File: src/rtl/nn_pkg.sv
// Shared definitions for the neuron PE: activation encodings, FSM states and
// the fixed-point rescale-and-saturate helper.
package nn_pkg;

  localparam logic [1:0] ACT_LIN   = 2'd0;
  localparam logic [1:0] ACT_RELU  = 2'd1;
  localparam logic [1:0] ACT_LEAKY = 2'd2;

  localparam int LEAKY_SHIFT = 3;

  typedef enum logic [2:0] {
    IDLE,
    FP_MAC,
    FP_ACT,
    BP_GRAD,
    BP_UPD
  } state_t;

  // Floor-shift a wide signed value by frac, then clamp to a signed bits-wide range.
  function automatic logic signed [63:0] sat_shift(input logic signed [63:0] p,
                                                    input int frac,
                                                    input int bits);
    logic signed [63:0] v;
    logic signed [63:0] hi;
    logic signed [63:0] lo;
    v  = p >>> frac;
    hi = (64'sd1 <<< (bits - 1)) - 64'sd1;
    lo = -(64'sd1 <<< (bits - 1));
    if (v > hi) return hi;
    if (v < lo) return lo;
    return v;
  endfunction

endpackage

File: src/rtl/fx_mul_sat.sv
// Combinational signed fixed-point multiply: exposes the raw full-width
// product and the rescaled, saturated result.
module fx_mul_sat
  import nn_pkg::*;
#(
  parameter int BITS = 16,
  parameter int FRAC = 8
) (
  input  logic signed [BITS-1:0]   i_a,
  input  logic signed [BITS-1:0]   i_b,
  output logic signed [2*BITS-1:0] o_prod,
  output logic signed [BITS-1:0]   o_res
);

  assign o_prod = i_a * i_b;
  assign o_res  = BITS'(sat_shift(64'(o_prod), FRAC, BITS));

endmodule

File: src/rtl/neuron_pe.sv
// Fixed-point neuron: N-input dot product + bias with selectable activation,
// and an in-place backward pass (weight/bias update, input gradients).
module neuron_pe
  import nn_pkg::*;
#(
  parameter int N     = 4,
  parameter int BITS  = 16,
  parameter int FRAC  = 8,
  parameter int LANES = 2
) (
  input  logic              clk,
  input  logic              rst,
  input  logic [1:0]        act_mode,
  input  logic              w_load,
  input  logic [N*BITS-1:0] w_init,
  input  logic [BITS-1:0]   b_init,
  input  logic              fp_start,
  input  logic [N*BITS-1:0] x,
  input  logic              bp_start,
  input  logic [BITS-1:0]   dz_in,
  input  logic [BITS-1:0]   lr,
  output logic              busy,
  output logic [BITS-1:0]   y,
  output logic              y_valid,
  output logic [N*BITS-1:0] dx,
  output logic [N*BITS-1:0] w_out,
  output logic [BITS-1:0]   b_out,
  output logic              bp_done
);

  localparam int STEPS = N / LANES;
  localparam int CW    = (STEPS > 1) ? $clog2(STEPS) : 1;
  localparam int IW    = (N > 1) ? $clog2(N) : 1;
  localparam int AW    = 2*BITS + $clog2(N);
  localparam logic [CW-1:0] C_LAST = CW'(STEPS - 1);

  typedef logic signed [BITS-1:0] data_t;

  state_t r_state;
  state_t w_next;
  logic [CW-1:0] r_cnt;
  data_t r_w [N];
  data_t r_x [N];
  data_t r_dx [N];
  data_t r_b, r_z, r_y, r_dzl, r_g, r_dz, r_lr;
  logic signed [AW-1:0] r_acc;
  logic r_y_valid, r_bp_done;

  logic [IW-1:0] w_idx [LANES];
  data_t w_ma_b [LANES];
  data_t w_ma_res [LANES];
  data_t w_mb_res [LANES];
  data_t w_wnew [LANES];
  logic signed [2*BITS-1:0] w_ma_prod [LANES];
  logic signed [2*BITS-1:0] w_mb_prod_unused [LANES];
  logic signed [2*BITS-1:0] w_g_prod_unused;
  logic signed [AW-1:0] w_acc_sum;
  data_t w_z, w_y_act, w_dzl, w_g, w_bnew;

  // Lane A is shared: w*x while accumulating, w*dzl while updating.
  for (genvar gk = 0; gk < LANES; gk++) begin : g_lane
    assign w_idx[gk]  = IW'(int'(r_cnt) * LANES + gk);
    assign w_ma_b[gk] = (r_state == FP_MAC) ? r_x[w_idx[gk]] : r_dzl;

    fx_mul_sat #(.BITS(BITS), .FRAC(FRAC)) u_mul_a (
      .i_a   (r_w[w_idx[gk]]),
      .i_b   (w_ma_b[gk]),
      .o_prod(w_ma_prod[gk]),
      .o_res (w_ma_res[gk])
    );

    fx_mul_sat #(.BITS(BITS), .FRAC(FRAC)) u_mul_b (
      .i_a   (r_g),
      .i_b   (r_x[w_idx[gk]]),
      .o_prod(w_mb_prod_unused[gk]),
      .o_res (w_mb_res[gk])
    );

    assign w_wnew[gk] = BITS'(sat_shift(64'(r_w[w_idx[gk]]) - 64'(w_mb_res[gk]), 0, BITS));
  end

  fx_mul_sat #(.BITS(BITS), .FRAC(FRAC)) u_mul_g (
    .i_a   (r_lr),
    .i_b   (w_dzl),
    .o_prod(w_g_prod_unused),
    .o_res (w_g)
  );

  always_comb begin
    w_acc_sum = r_acc;
    for (int k = 0; k < LANES; k++) w_acc_sum = w_acc_sum + AW'(w_ma_prod[k]);
  end

  assign w_z    = BITS'(sat_shift(64'(r_acc) + (64'(r_b) <<< FRAC), FRAC, BITS));
  assign w_bnew = BITS'(sat_shift(64'(r_b) - 64'(r_g), 0, BITS));

  always_comb begin
    w_y_act = '0;
    w_dzl   = '0;
    case (act_mode)
      ACT_LIN: begin
        w_y_act = w_z;
        w_dzl   = r_dz;
      end
      ACT_LEAKY: begin
        w_y_act = (w_z > 0) ? w_z : (w_z >>> LEAKY_SHIFT);
        w_dzl   = (r_z > 0) ? r_dz : (r_dz >>> LEAKY_SHIFT);
      end
      default: begin
        w_y_act = (w_z > 0) ? w_z : '0;
        w_dzl   = (r_z > 0) ? r_dz : '0;
      end
    endcase
  end

  always_comb begin
    w_next = r_state;
    case (r_state)
      IDLE: begin
        if (fp_start)      w_next = FP_MAC;
        else if (bp_start) w_next = BP_GRAD;
      end
      FP_MAC:  if (r_cnt == C_LAST) w_next = FP_ACT;
      FP_ACT:  w_next = IDLE;
      BP_GRAD: w_next = BP_UPD;
      BP_UPD:  if (r_cnt == C_LAST) w_next = IDLE;
      default: w_next = IDLE;
    endcase
  end

  always_ff @(posedge clk) begin
    if (rst) begin
      r_state   <= IDLE;
      r_cnt     <= '0;
      r_acc     <= '0;
      r_b       <= '0;
      r_z       <= '0;
      r_y       <= '0;
      r_dzl     <= '0;
      r_g       <= '0;
      r_dz      <= '0;
      r_lr      <= '0;
      r_y_valid <= 1'b0;
      r_bp_done <= 1'b0;
      for (int i = 0; i < N; i++) begin
        r_w[i]  <= '0;
        r_x[i]  <= '0;
        r_dx[i] <= '0;
      end
    end else begin
      r_state   <= w_next;
      r_y_valid <= 1'b0;
      r_bp_done <= 1'b0;
      case (r_state)
        IDLE: begin
          r_cnt <= '0;
          if (fp_start) begin
            r_acc <= '0;
            for (int i = 0; i < N; i++) r_x[i] <= x[i*BITS +: BITS];
          end else if (bp_start) begin
            r_dz <= dz_in;
            r_lr <= lr;
          end else if (w_load) begin
            r_b <= b_init;
            for (int i = 0; i < N; i++) r_w[i] <= w_init[i*BITS +: BITS];
          end
        end
        FP_MAC: begin
          r_acc <= w_acc_sum;
          r_cnt <= r_cnt + 1'b1;
        end
        FP_ACT: begin
          r_z       <= w_z;
          r_y       <= w_y_act;
          r_y_valid <= 1'b1;
        end
        BP_GRAD: begin
          r_dzl <= w_dzl;
          r_g   <= w_g;
        end
        BP_UPD: begin
          for (int k = 0; k < LANES; k++) begin
            r_dx[w_idx[k]] <= w_ma_res[k];
            r_w[w_idx[k]]  <= w_wnew[k];
          end
          if (r_cnt == '0) r_b <= w_bnew;
          if (r_cnt == C_LAST) r_bp_done <= 1'b1;
          r_cnt <= r_cnt + 1'b1;
        end
        default: ;
      endcase
    end
  end

  assign busy    = (r_state != IDLE);
  assign y       = r_y;
  assign y_valid = r_y_valid;
  assign b_out   = r_b;
  assign bp_done = r_bp_done;

  for (genvar gi = 0; gi < N; gi++) begin : g_pack
    assign dx[gi*BITS +: BITS]    = r_dx[gi];
    assign w_out[gi*BITS +: BITS] = r_w[gi];
  end

endmodule

File: config.mk
export PLATFORM = sky130hd
export DESIGN_NAME = neuron_pe
export DESIGN_NICKNAME = d
export VERILOG_FILES = /design/src/rtl/nn_pkg.sv /design/src/rtl/fx_mul_sat.sv /design/src/rtl/neuron_pe.sv
export SDC_FILE = /design/constraint.sdc
export NUM_CORES = 2
export LEC_CHECK = 0
export BUFFER_PORTS_ARGS = -buffer_cell sky130_fd_sc_hd__clkbuf_2
export CAP_MARGIN = 40
export CORE_MARGIN = 3
export CORE_UTILIZATION = 32
export DETAILED_ROUTE_END_ITERATION = 6
export GPL_TIMING_DRIVEN = 0
export PLACE_DENSITY = 0.58
export SLEW_MARGIN = 10
export SYNTH_ARGS = -nofsm -noshare
export SYNTH_HDL_FRONTEND = slang
export SYNTH_SLANG_ARGS = --single-unit
File: constraint.sdc
create_clock -name clk -period 18.6 [get_ports clk]
set_input_delay 4.65 -clock clk [delete_from_list [all_inputs] [get_ports clk]]
set_output_delay 4.65 -clock clk [all_outputs]
set_load 0.05 [all_outputs]
# --- Word level (Yosys, flattened, before mapping) ---
# Memories as Yosys holds them, arrays and structs flattened. A register that Yosys moved wholly into a read port is not among the register bits.
# Index checks and enable logic that the tools add are counted.
# Widths: inputs -> output; s select.
totals:
  ff_bits: 152
  mem_bits_rw: 192
  input_bits: 183
  out_inout_bits: 163
  word_cells: 212
  mem_count: 3
classes:
  add_sub_neg: 8
  multipliers: 5
  magnitude_cmp: 20
  eq_ne: 13
  n_mux: 125
  bitwise_logic: 10
  reduce_logical: 16
memory_table:
  columns: ["name", "words", "word_bits", "read_ports", "rd_ports_with_merged_regs", "write_ports", "line_no", "text"]
  rows:
  - ["r_dx", 4, 16, 4, 0, 4, "neuron_pe.sv:44", "data_t r_dx [N];"]
  - ["r_w", 4, 16, 6, 1, 4, "neuron_pe.sv:42", "data_t r_w [N];"]
  - ["r_x", 4, 16, 2, 1, 4, "neuron_pe.sv:43", "data_t r_x [N];"]
ops:
  columns: ["operator", "count"]
  rows:
  - ["$mux 16", 56]
  - ["$mul 16x16->32", 5]
  - ["$gt 24x16->1 const B", 5]
  - ["$lt 24x16->1 const B", 5]
  - ["$pmux 16 s2", 3]
  - ["$add 34x32->34", 2]
  - ["$pmux 34 s2", 1]
  - ["$reduce_or 16->1", 4]
  - ["$gt 17x16->1 const B", 3]
  - ["$lt 17x16->1 const B", 3]
  - ["$sub 16x16->17", 3]
  - ["$mux 1", 48]
  - ["$add 34x24->35", 1]
  - ["$mux 34", 1]
  - ["$gt 16x1->1 const B", 2]
  - ["$mux 15", 2]
  - ["$gt 27x16->1 const B", 1]
  - ["$lt 27x16->1 const B", 1]
  - ["$mux 2", 8]
  - ["$ne 2x2->1 const B", 7]
  - ["$mux 3", 4]
  - ["$pmux 3 s4", 1]
  - ["$or 1x1->1", 8]
  - ["$eq 3x2->1 const B", 2]
  - ["16 further kinds", 21]

# --- Depth between registers and ports, before layout ---
# An unclocked memory read counts as a cell.
depth:
  word_depth: 15
  mapped_depth: 48
  ltp_nobuf: 43

# --- Cells and area by module ---
# Synthesis repeated with hierarchy kept, for this count alone.
hier_totals:
  hier_cells: 8097
  hier_area_um2: 72966.2
modules_own_cells:
  columns: ["mod", "n_inst", "cells_each", "area_each_um2", "seq_area_each_um2"]
  rows:
  - ["neuron_pe", 1, 2219, 21067.7, 8828.5]
  - ["fx_mul_sat (g_lane[0].u_mul_a)", 1, 1226, 10731.5, 0.0]
  - ["fx_mul_sat (g_lane[0].u_mul_b)", 1, 1179, 10413.7, 0.0]
  - ["fx_mul_sat (g_lane[1].u_mul_b)", 1, 1157, 10303.6, 0.0]
  - ["fx_mul_sat (g_lane[1].u_mul_a)", 1, 1169, 10256.1, 0.0]
  - ["fx_mul_sat (u_mul_g)", 1, 1147, 10193.5, 0.0]

# --- Worst setup path after synthesis ---
# No wires, ideal clock.
synth_timing:
  path_type: "input to register"
  from: "input act_mode[0]"
  to: "register r_g[10]"
  setup_ps: 147
  arrival_time_ps: 12435
  required_time_ps: 18453
  setup_slack_ps: 6018
  stages: 32
  path_buffers: 3
  path_cell_list: "nand2b_1 nor2_1 buf_1 mux2i_1 nor2_1 clkbuf_1 nand2_1 fa_1 inv_1 fa_1 inv_1 fa_1 inv_1 fa_1 inv_1 fa_1 inv_1 fa_1 ha_1 a21oi_1 inv_1 a211oi_1 inv_1 o221ai_1 a21oi_2 a21o_1 o41a_1 xor2_1 or4_4 o32ai_4 buf_6 a221oi_2"
synth_via:
  elab_chain_len: 8
  elab_cells_between_ends: 12
  classes_between: "mul (1); order compare (2); eq/ne (1); mux (7); reduce/logical (1)"
synth_lines:
  columns: ["element", "line_no", "text"]
  rows:
  - ["start, declared", "neuron_pe.sv:13", "input logic [1:0] act_mode,"]
  - ["$eq 2x2->1 / $logic_not 2->1 (equally long branches)", "neuron_pe.sv:100", "case (act_mode)"]
  - ["$pmux 16 s2 *", "neuron_pe.sv:100", null]
  - ["$mul 16x16->32 *", "fx_mul_sat.sv:15", "assign o_prod = i_a * i_b;"]
  - ["$lt 24x16->1", "nn_pkg.sv:30", "if (v < lo) return lo;"]
  - ["$mux 1 (2 in series)", "nn_pkg.sv:30", null]
  - ["$mux 16", "nn_pkg.sv:31", "return v;"]
  - ["$mux 16 *", "nn_pkg.sv:30", null]
  - ["end signal, assigned", "neuron_pe.sv:179", "r_g <= w_g;"]
  - ["end, declared", "neuron_pe.sv:45", "data_t r_b, r_z, r_y, r_dzl, r_g, r_dz, r_lr;"]
# Every way passes the cells marked *; elsewhere a longest branch is shown, timed or not. The select of a mux whose other input is x is not followed.
# A chain may end at the register's enable or synchronous reset.

# --- Worst setup path in the final report ---
layout_timing:
  from: "input act_mode[0]"
  to: "register r_g[3]"
# Same word-level chain as after synthesis.

==> impl_results.md <==
- Status: finished clean
- Slew @ Worst Pin: 1.01 ns
- Crit path max-delay cell type: nand2b_1
- Dpl hpwl: 211000 µm
- Distinct cells, synth: 101
- Worst EP required: 19.15 ns
- Seq cells post-synth: 345
- Rows: 169
- Root Buffer: clkbuf_16
- Combinational family with the most area after synthesis: adder cells
- Leading area contributor after synthesis: fa_1
- CTS clk-pin slew, worst paths: 0.06 ns
- Fillers: 21900
- Post-synth EDFFs: 192
- Buffers on Ports: 345
- Clk sink count: 345
- Post-synthesis mux area share: 1.33%
- Max Slew Vio Count: 0
- Setup_tns: 0 ns
- Total grt overflow: 0
- Post-synth top area share: 39.4%
- Gr usage total: 22.5%
- Initial antenna violation count: 13
- Clk_lat worst skew: 0.68 ns
- Most frequent cells in the layout: inv_1, fa_1, nand2_1
- Area Growth Syn to Fin: 12.1%
- Die Ht: 468 µm
- Clk_skew: 0.0448 ns
- Compound-cell area share of the yosys netlist: 9.28%
- Antenna-violating nets left: 0
- Top_reg_cell synth: edfxtp_1
- Hold_buf cts: 0
- Post-route DRC: 0
- Synth Area in Simple Gates: 14.7%
- Final setup fails: 0
- R2R setup slack: 4.32 ns
- Vias in the first global route: 58300
- CP most frequent cell: inv_1
- XOR/XNOR Fraction of Synth Area: 2.91%
- Post-synthesis instance area: 0.0684 mm²
- Synth Area per Inst: 9.08 µm²
- Drt pass-1 iters: 7
- Share of cells above drive strength 1: 8.79%
- Clock Tree Buf Depth: 3
- Crit Path Class: in2reg
- H-tree levels: 2
- Synth Area in Adders: 48.7%
- Async SR Flop Fraction: 0%
- Final period util: 78.4%
- Slowest stage delay, CP: 0.64 ns
- CP max FO: 10
- Initial core utilization: 32.2%
- Avg WL per Cell: 22.4 µm
- PostCTS Resize Cnt: 0
- Worst setup EP type: register
- Synth area leaders: fa_1, ha_1, inv_1
- Iteration-0 DRC Markers: 4222
- Max_cap viols: 0
- Largest net degree at the start of global routing: 34
- Final nets: 10100
- RSZ-0062 raised after global routing: false
- Core region area: 0.212 mm²
- Worst relative slew slack: 31.8%
- Die width: 468 µm
- Final wirelength: 245000 µm
- Fin crit period: 14.59 ns
- Fmax: 0.0685 GHz
- Gpl congestion: 0.945
- I/O pin cnt: 346
- Ys Warns: 0
- Crit start category: input port
- Synthesized netlist cell count: 7531
- Commonest non-fill, non-tap cell in the layout: inv_1
- Sequential share of the synthesized area: 12.9%
- Net Count, Synth: 9566
- Vias: 55000
- CTS tree: done
- CTS buffer count: 43
- Hold Path Class: reg2reg
- Die area: 0.219 mm²
- First-pass GRT wire length: 368000 µm
- Drt via density: 5.03
- Post-CTS Setup Bufs: 0
- Final hold viol count: 0
- Worst Path Arrival: 15.14 ns
area by class of cell:
class / count / area (µm²) / area share (%)
inverters: 1564 / 5870 / 7.65
clock inverters: 27 / 262 / 0.341
flip-flops and latches: 345 / 8830 / 11.5
repair buffers: 485 / 3170 / 4.13
diodes: 7 / 17.5 / 0.0228
multi-input cells: 5340 / 52800 / 68.8
clock buffers: 53 / 1190 / 1.55
well taps: 2821 / 3530 / 4.60
plain buffers: 282 / 1090 / 1.43
critical path, delay by kind of cell:
family	cells	cell delay (ns)
adder cells (fa/ha/maj)	7	3.30
multiplexers	1	0.18
buffers and inverters	11	2.07
AO/OA/AOI/OAI	8	2.24
AND/OR/NAND/NOR	7	2.64
synthesized netlist by cell type (all sizes together) (9+ instances only):
cell	count
o31ai	13
xnor2	169
a221oi	21
a22oi	31
mux2	24
a21oi	297
a31oi	21
or4	11
a22o	78
edfxtp	192
nor2	571
nand2	954
nor3	57
and2	268
a21o	81
buf	24
dfxtp	153
and3	29
clkinv	9
ha	505
nor4	15
nor2b	51
a211o	9
fa	1347
o21a	36
xor2	58
o211ai	19
o22ai	10
a21boi	11
mux2i	64
nand3b	10
nand3	76
nand2b	78
clkbuf	258
or3	18
inv	1555
nand4	17
a211oi	50
or2	40
o21ai	156
o21bai	32
worst paths after layout:
path / startpoint / end / cells after the start
min reg2reg: y[9]$_SDFFE_PP0P_ / y[9]$_SDFFE_PP0P_ / 2
min: y[9]$_SDFFE_PP0P_ / y[9]$_SDFFE_PP0P_ / 2
max reg2reg: r_cnt$_SDFFE_PP0N_ / r_w[1][13]$_DFFE_PP_ / 43
max: act_mode[0] / r_g[3]$_SDFFE_PP0P_ / 34
stage by stage:
stage	setup slack, ns	area (µm²)	util (%)	hold slack [ns]	cells
after floorplan	6.02	68400	-	0.436	7531
after global placement	2.28	73700	34.7	0.452	10700
after detailed placement	3.45	75200	35.4	0.454	10800
after CTS	4.11	76700	36.1	0.468	10900
after global routing	3.57	76700	36.1	0.488	10900
final	4.01	76700	36.1	0.469	10900
state kept, by name (all words and copies together) (netlist names), 3 cells and up, named ones only:
name     count
r_dx        64
r_w         64
r_state      3
r_acc       34
r_lr        16
r_g         16
r_dz        16
r_dzl       16
r_x         64
b_out       16
y           16
r_z         16
metal layers:
| metal | part of all wire [%] | GRT usage [%] | wire (µm) |
|---|---|---|---|
| met3 | 7.6 | 3.99 | 18600 |
| met2 | 45 | 36.1 | 111000 |
| met5 | 0 | 0 | 0 |
| met1 | 41 | 29.1 | 99500 |
| met4 | 6.4 | 11.5 | 15700 |
kinds of logic (layout without fill, tap and decap cells):
group | Yosys count | in the layout
compound gates | 945 | 945
xor+xnor | 227 | 227
fa+ha+maj | 1853 | 1853
buf+inv | 1846 | 2411
flops | 345 | 345
mux | 88 | 88
other cells | 0 | 7
simple gates | 2227 | 2227
Power is not shown: default switching activity piles up to over one toggle a cycle in this logic, so the estimate is an artifact.
